[src/rtl/crack_ctrl_if.sv]
// crack_ctrl_if -- bundle of the crack controller's run-control and result
// signals between a host/channel side (master) and the controller (slave).
//   start        host -> ctrl   run request, level sampled every cycle
//   rdy          chan -> ctrl   per-channel ready (NCH bits)
//   key_in       chan -> ctrl   per-channel key, channel i at [i*KEY_W +: KEY_W]
//   key_valid_in chan -> ctrl   per-channel key-found flag
//   en           ctrl -> chan   one-cycle launch pulse per channel
//   busy/done    ctrl -> host   run status
//   found/key    ctrl -> host   latched result
//   cycles       ctrl -> host   length of the last run in clock cycles
//   hex          ctrl -> host   active-low seven-segment digits of key
interface crack_ctrl_if #(
  parameter int NCH   = 2,
  parameter int KEY_W = 24
);
  logic                     start;
  logic [NCH-1:0]           rdy;
  logic [NCH*KEY_W-1:0]     key_in;
  logic [NCH-1:0]           key_valid_in;
  logic [NCH-1:0]           en;
  logic                     busy;
  logic                     done;
  logic                     found;
  logic [KEY_W-1:0]         key;
  logic [31:0]              cycles;
  logic [(KEY_W/4)*7-1:0]   hex;

  modport master (
    output start, rdy, key_in, key_valid_in,
    input  en, busy, done, found, key, cycles, hex
  );

  modport slave (
    input  start, rdy, key_in, key_valid_in,
    output en, busy, done, found, key, cycles, hex
  );
endinterface

[src/rtl/crack_ctrl.sv]
// crack_ctrl -- launches NCH key-cracker channels, waits for them to report,
// latches the lowest-index found key and the run length, and shows the key
// on seven-segment digits.
// Ports:
//   clk    rising-edge clock
//   rst_n  asynchronous active-low reset
//   bus    crack_ctrl_if.slave (start/rdy/key_in/key_valid_in in,
//          en/busy/done/found/key/cycles/hex out)
// Parameters: NCH (1..4), KEY_W (multiple of 4), TIMEOUT (watchdog limit).
// Optional feature: define CRACK_CTRL_TIMEOUT_EN to enable a watchdog that
// ends a run with found=0 once cycles reaches TIMEOUT.
module crack_ctrl #(
  parameter int          NCH     = 2,
  parameter int          KEY_W   = 24,
  parameter logic [31:0] TIMEOUT = 32'd100_000_000
) (
  input  logic         clk,
  input  logic         rst_n,
  crack_ctrl_if.slave  bus
);

  localparam int ND = KEY_W / 4;

  typedef enum logic [2:0] {
    IDLE,
    LAUNCH,
    WAIT_START,
    WAIT_END,
    DONE
  } state_t;

  state_t           r_state;
  state_t           w_state_nx;
  logic             r_found;
  logic [KEY_W-1:0] r_key;
  logic [31:0]      r_cycles;

  logic             w_all_rdy;
  logic             w_none_rdy;
  logic [NCH-1:0]   w_hit;
  logic             w_any_hit;
  logic [KEY_W-1:0] w_hit_key;
  logic             w_timeout;
  logic             w_cyc_sat;

  assign w_all_rdy  = &bus.rdy;
  assign w_none_rdy = ~|bus.rdy;
  assign w_hit      = bus.rdy & bus.key_valid_in;
  assign w_any_hit  = |w_hit;
  assign w_cyc_sat  = (r_cycles == '1);

`ifdef CRACK_CTRL_TIMEOUT_EN
  assign w_timeout = (r_cycles >= TIMEOUT);
`else
  logic w_unused_timeout;
  assign w_unused_timeout = ^TIMEOUT;
  assign w_timeout = 1'b0;
`endif

  // Lowest-index reporting channel wins: scan from the top so lower indices
  // overwrite higher ones.
  always_comb begin
    w_hit_key = '0;
    for (int unsigned i = 0; i < NCH; i++) begin
      if (w_hit[NCH-1-i]) w_hit_key = bus.key_in[(NCH-1-i)*KEY_W +: KEY_W];
    end
  end

  function automatic logic [6:0] glyph(input logic [3:0] nib);
    unique case (nib)
      4'h0: glyph = 7'b1000000;
      4'h1: glyph = 7'b1111001;
      4'h2: glyph = 7'b0100100;
      4'h3: glyph = 7'b0110000;
      4'h4: glyph = 7'b0011001;
      4'h5: glyph = 7'b0010010;
      4'h6: glyph = 7'b0000010;
      4'h7: glyph = 7'b1111000;
      4'h8: glyph = 7'b0000000;
      4'h9: glyph = 7'b0010000;
      4'hA: glyph = 7'b0001000;
      4'hB: glyph = 7'b0000011;
      4'hC: glyph = 7'b1000110;
      4'hD: glyph = 7'b0100001;
      4'hE: glyph = 7'b0000110;
      default: glyph = 7'b0001110;
    endcase
  endfunction

  // State register
  always_ff @(posedge clk or negedge rst_n) begin
    if (!rst_n) r_state <= IDLE;
    else        r_state <= w_state_nx;
  end

  // Next-state logic; the watchdog takes precedence over channel events.
  always_comb begin
    w_state_nx = r_state;
    unique case (r_state)
      IDLE, DONE: if (bus.start && w_all_rdy) w_state_nx = LAUNCH;
      LAUNCH:     w_state_nx = WAIT_START;
      WAIT_START: begin
        if (w_timeout)       w_state_nx = DONE;
        else if (w_none_rdy) w_state_nx = WAIT_END;
      end
      WAIT_END:   if (w_timeout || w_any_hit || w_all_rdy) w_state_nx = DONE;
      default:    w_state_nx = IDLE;
    endcase
  end

  // Result and run-length registers. found/key are cleared at launch, so a
  // run that ends without a hit (all ready or watchdog) leaves them at 0.
  always_ff @(posedge clk or negedge rst_n) begin
    if (!rst_n) begin
      r_found  <= 1'b0;
      r_key    <= '0;
      r_cycles <= '0;
    end else begin
      unique case (r_state)
        LAUNCH: begin
          r_found  <= 1'b0;
          r_key    <= '0;
          r_cycles <= '0;
        end
        WAIT_START: begin
          if (!w_timeout && !w_cyc_sat) r_cycles <= r_cycles + 32'd1;
        end
        WAIT_END: begin
          if (!w_timeout) begin
            if (!w_cyc_sat) r_cycles <= r_cycles + 32'd1;
            if (w_any_hit) begin
              r_found <= 1'b1;
              r_key   <= w_hit_key;
            end
          end
        end
        default: ;
      endcase
    end
  end

  // Output logic
  always_comb begin
    bus.en     = (r_state == LAUNCH) ? '1 : '0;
    bus.busy   = (r_state == LAUNCH) || (r_state == WAIT_START) || (r_state == WAIT_END);
    bus.done   = (r_state == DONE);
    bus.found  = r_found;
    bus.key    = r_key;
    bus.cycles = r_cycles;
    bus.hex    = '1;
    if (r_state == DONE) begin
      for (int unsigned d = 0; d < ND; d++) begin
        bus.hex[d*7 +: 7] = r_found ? glyph(r_key[d*4 +: 4]) : 7'b0111111;
      end
    end
  end

endmodule

[src/flat_wrapper.sv]
// flat-port wrapper written by rule: the top's interface ports become plain ports
module crack_ctrl_flat 
#(
  parameter int          NCH     = 2,
  parameter int          KEY_W   = 24,
  parameter logic [31:0] TIMEOUT = 32'd100_000_000
)
  (clk, rst_n, bus_start, bus_rdy, bus_key_in, bus_key_valid_in, bus_en, bus_busy, bus_done, bus_found, bus_key, bus_cycles, bus_hex);
  crack_ctrl_if #(.NCH(NCH), .KEY_W(KEY_W)) bus_i ();
  input  logic clk;
  input  logic rst_n;
  input wire logic [$bits(bus_i.start)-1:0] bus_start;
  input wire logic [$bits(bus_i.rdy)-1:0] bus_rdy;
  input wire logic [$bits(bus_i.key_in)-1:0] bus_key_in;
  input wire logic [$bits(bus_i.key_valid_in)-1:0] bus_key_valid_in;
  output wire logic [$bits(bus_i.en)-1:0] bus_en;
  output wire logic [$bits(bus_i.busy)-1:0] bus_busy;
  output wire logic [$bits(bus_i.done)-1:0] bus_done;
  output wire logic [$bits(bus_i.found)-1:0] bus_found;
  output wire logic [$bits(bus_i.key)-1:0] bus_key;
  output wire logic [$bits(bus_i.cycles)-1:0] bus_cycles;
  output wire logic [$bits(bus_i.hex)-1:0] bus_hex;
  assign bus_i.start = bus_start;
  assign bus_i.rdy = bus_rdy;
  assign bus_i.key_in = bus_key_in;
  assign bus_i.key_valid_in = bus_key_valid_in;
  assign bus_en = bus_i.en;
  assign bus_busy = bus_i.busy;
  assign bus_done = bus_i.done;
  assign bus_found = bus_i.found;
  assign bus_key = bus_i.key;
  assign bus_cycles = bus_i.cycles;
  assign bus_hex = bus_i.hex;
  crack_ctrl #(.NCH(NCH), .KEY_W(KEY_W), .TIMEOUT(TIMEOUT)) u_core (.clk(clk), .rst_n(rst_n), .bus(bus_i));
endmodule
[config.mk]
export PLATFORM = sky130hd
export DESIGN_NAME = crack_ctrl_flat
export DESIGN_NICKNAME = d
export VERILOG_FILES = /design/src/rtl/crack_ctrl_if.sv /design/src/rtl/crack_ctrl.sv /design/src/flat_wrapper.sv
export SDC_FILE = /design/constraint.sdc
export NUM_CORES = 1
export LEC_CHECK = 0
export BUFFER_PORTS_ARGS = -buffer_cell sky130_fd_sc_hd__buf_2
export CAP_MARGIN = 25
export CORE_MARGIN = 5
export CORE_UTILIZATION = 40
export DETAILED_ROUTE_END_ITERATION = 8
export PLACE_DENSITY = 0.62
export SYNTH_ARGS = -nofsm -noshare
export SYNTH_HDL_FRONTEND = slang
export SYNTH_SLANG_ARGS = --single-unit
[constraint.sdc]
create_clock -name clk -period 3 [get_ports clk]
set_input_delay 0.6 -clock clk [delete_from_list [all_inputs] [get_ports clk]]
set_output_delay 0.6 -clock clk [all_outputs]
set_load 0.005 [all_outputs]
==> results.rst <==
.. list-table::
   :header-rows: 1

   * - Metric
     - Value
   * - Via count of the routed design
     - 5087
   * - Number of endpoints failing setup at the final stage
     - 0
   * - Post-detailed-route via-to-cell ratio
     - 5.42
   * - Share of the synthesized area in the top cell type
     - 29.9%
   * - Final-layout fill cell count
     - 1236
   * - Worst-case hold slack
     - 308 ps
   * - Cell with the most instances after synthesis
     - nand2_1
   * - Peak ir drop on the vdd network
     - 0.273 mV
   * - Post-Place Cell Area
     - 5910 µm²
   * - Yosys reg bits
     - 60
   * - TritonCTS sink count
     - 60
   * - Port Buffers
     - 157
   * - Minimum period implied by the final worst setup slack
     - 2760 ps
   * - Clk pin slew, worst setup/hold paths
     - 50 ps
   * - Vertical die dimension
     - 122 µm
   * - Residual overflow from global routing
     - 0
   * - Maximum number of pins on one net before global-route repair
     - 50
   * - Top fanout value on the critical path
     - 8
   * - Max-cap check violation count
     - 0
   * - Total CTS buffers
     - 9
   * - Number of nets with antenna violations after routing
     - 0
   * - Upper clock frequency limit
     - 363 MHz
   * - Final std cell area, no fill
     - 6200 µm²
   * - Proportion of synthesized flip-flops having asynchronous set or reset
     - 100%
   * - Number of stages on the worst setup path
     - 6
   * - Internal reg-to-reg setup slack
     - 630 ps
   * - Total Die Area
     - 14900 µm²
   * - Routed len/inst
     - 15.8 µm
   * - Slew @ Worst Pin
     - 705 ps
   * - Gp weighted congestion
     - 0.893
   * - Synth top cells by count
     - 88 x nand2_1, 84 x o21ai_0, 60 x dfrtp_1, 59 x nand3_1, 43 x ha_1
   * - Half-perimeter wire length of the detailed placement result
     - 11.1 mm
   * - YS warnings
     - 0
   * - Number of violations reported at the end of detailed-routing iteration 0
     - 403
   * - Ant diodes
     - 0
   * - Setup bufs post-CTS
     - 0
   * - Final routed wirelength across all metal layers
     - 14.8 mm
   * - Share of layout cells above drive strength 1
     - 27.0%
   * - Crit path arrival time
     - 2160 ps
   * - Setup tns final
     - 0 ps
   * - Post-route DRC
     - 0
   * - Number of pins exceeding their max-slew limit in the final report
     - 0
   * - Number of H-tree levels
     - 3
   * - Number of enable flip-flop cells after synthesis
     - 0
   * - Cell family contributing the most delay on the critical path
     - flip-flops
   * - Antenna violations before repair
     - 0
   * - Number of different library cells in the post-synthesis netlist
     - 49
   * - Flip-flop cell with the highest count after synthesis
     - dfrtp_1
   * - Period utilization
     - 91.9%
   * - Design Power
     - 4.57 mW
   * - Net count after synthesis
     - 729
   * - Count of standard-cell rows
     - 41
   * - Max-slew headroom at the worst pin
     - 53.0%
   * - Worst Clk Skew
     - 3.29 ps
   * - Insertion delay of the later-clocked pin in the worst-skew pair
     - 330 ps
   * - First-pass GRT wire length
     - 23.6 mm
   * - RSZ-0062 raised after global routing
     - false
   * - Setup crit end kind
     - output pin
   * - Synthesized area
     - 5010 µm²
   * - Area grow syn2layout
     - 23.6%
   * - Overall routing resource usage
     - 19.6%
   * - Boundary Pins
     - 158
   * - Crit path buf inv count
     - 3
   * - Top post-synthesis cells by area
     - dfrtp_1 30%, ha_1 11%, o21ai_0 8.4%
   * - LEAKAGE
     - 2.90 nW
   * - Number of instances resized during post-cts repair
     - 0
   * - Number of global-route vias before repair
     - 4718
   * - Required arrival time at the worst endpoint
     - 2400 ps
   * - Final Hold Vio Count
     - 0
   * - Highest cell delay on the worst timing path
     - 470 ps
   * - Initial Util
     - 40.2%
   * - P per Cell Area
     - 737 nW/µm²
   * - Cell type with the largest total area after synthesis
     - dfrtp_1
   * - Hold crit path type
     - input pin to asynchronous set/reset pin
   * - Post-layout utilization of the core
     - 49.7%
   * - Critical Setup Path Class
     - flip-flop to output pin
   * - Iteration count of the initial detailed-routing pass
     - 5
   * - Slowest-stage cell, CP
     - dfrtp_1
   * - Cell seen most often among critical-path stages
     - inv_1
   * - CTS root buffer
     - clkbuf_16
   * - Fraction of the yosys area taken by sequential cells
     - 29.9%
   * - Nets@finish
     - 860
   * - Depth of the most critical reg-to-reg path
     - 7
   * - Sort of element at the start of the critical path
     - flip-flop
   * - Post-CTS Hold Buffers
     - 0
   * - Outcome
     - finished, final reports clean
   * - Number of cells produced by synthesis
     - 631
   * - Horizontal die dimension
     - 122 µm
   * - Max Root-Sink Buffers
     - 2
   * - CTS tree
     - yes
   * - Floorplan core area
     - 12500 µm²
   * - CP cell instances
     - inv_1 > ha_1 > inv_1 > mux4_2 > or2_2 > buf_2
   * - Average footprint of a synthesized cell
     - 7.95 µm²
-- where the power goes --
part           internal (mW)  switching (mW)
Combinational          0.898            1.20
Clock                  0.634           0.358
Sequential             0.989           0.491
Total                   2.52            2.05
-- state kept, by name, indices dropped and copies added, names as in the netlist --
name	cells
u_core.bus.cycles	32
u_core.r_state	3
u_core.bus.key	24
u_core.bus.found	1
-- cells in the final DEF (no fill, tap or decap), types with 15 or more instances in the layout --
| cell | count |
|---|---|
| inv_1 | 38 |
| mux2i_1 | 39 |
| nor2_1 | 32 |
| dfrtp_1 | 60 |
| o21ai_0 | 84 |
| nand3_1 | 59 |
| nand2_1 | 88 |
| o211ai_1 | 15 |
| ha_1 | 43 |
| buf_2 | 157 |
| nand4_1 | 17 |
-- metrics by stage --
stage | setup slack [ps] | cells
global route | 129 | 939
global placement | 655 | 923
floorplan | 801 | 631
detailed placement | 589 | 923
finish | 243 | 939
CTS | 231 | 939
-- path summary, 6_finish.rpt --
check,startpoint,end
worst max register to register,u_core.bus.cycles[0]$_DFFE_PN0P_,u_core.bus.cycles[21]$_DFFE_PN0P_
worst min-delay path,rst_n,u_core.bus.cycles[16]$_DFFE_PN0P_
worst min register to register,u_core.bus.cycles[28]$_DFFE_PN0P_,u_core.bus.cycles[28]$_DFFE_PN0P_
worst max-delay path,u_core.bus.key[16]$_DFFE_PN0P_,bus_hex[31]
min in group clk,u_core.bus.cycles[28]$_DFFE_PN0P_,u_core.bus.cycles[28]$_DFFE_PN0P_
max in group asynchronous,rst_n,u_core.bus.key[22]$_DFFE_PN0P_
-- kinds of logic (layout without fill, tap and decap cells) --
logic type | count (synthesis) | after routing | share of synthesized area [%]
multiplexers | 44 | 44 | 9.81
AO/OA/AOI/OAI | 144 | 144 | 17.0
AND/OR/NAND/NOR | 253 | 253 | 25.6
adder cells (fa/ha/maj) | 43 | 43 | 10.7
buffers and inverters | 87 | 223 | 6.99
flip-flops | 60 | 60 | 29.9
-- area by class of cell --
type / instances / area, µm² / area share [%]
sequential: 60 / 1500 / 24.2
tap: 172 / 215 / 3.47
timing repair buffer: 169 / 888 / 14.3
clock inverter: 6 / 55.1 / 0.888
inverter: 38 / 143 / 2.30
clock buffer: 10 / 229 / 3.69
multi-input combinational: 484 / 3170 / 51.1
-- metal layers --
layer	vias to the layer above	wire length, µm	track usage [%]
met5	-	0	0
met4	0	138	5.04
met3	10	1040	3.99
met2	150	7090	33.3
met1	2415	6530	25.6
li1	2512	-	-
(Power assumes the default switching activity.)
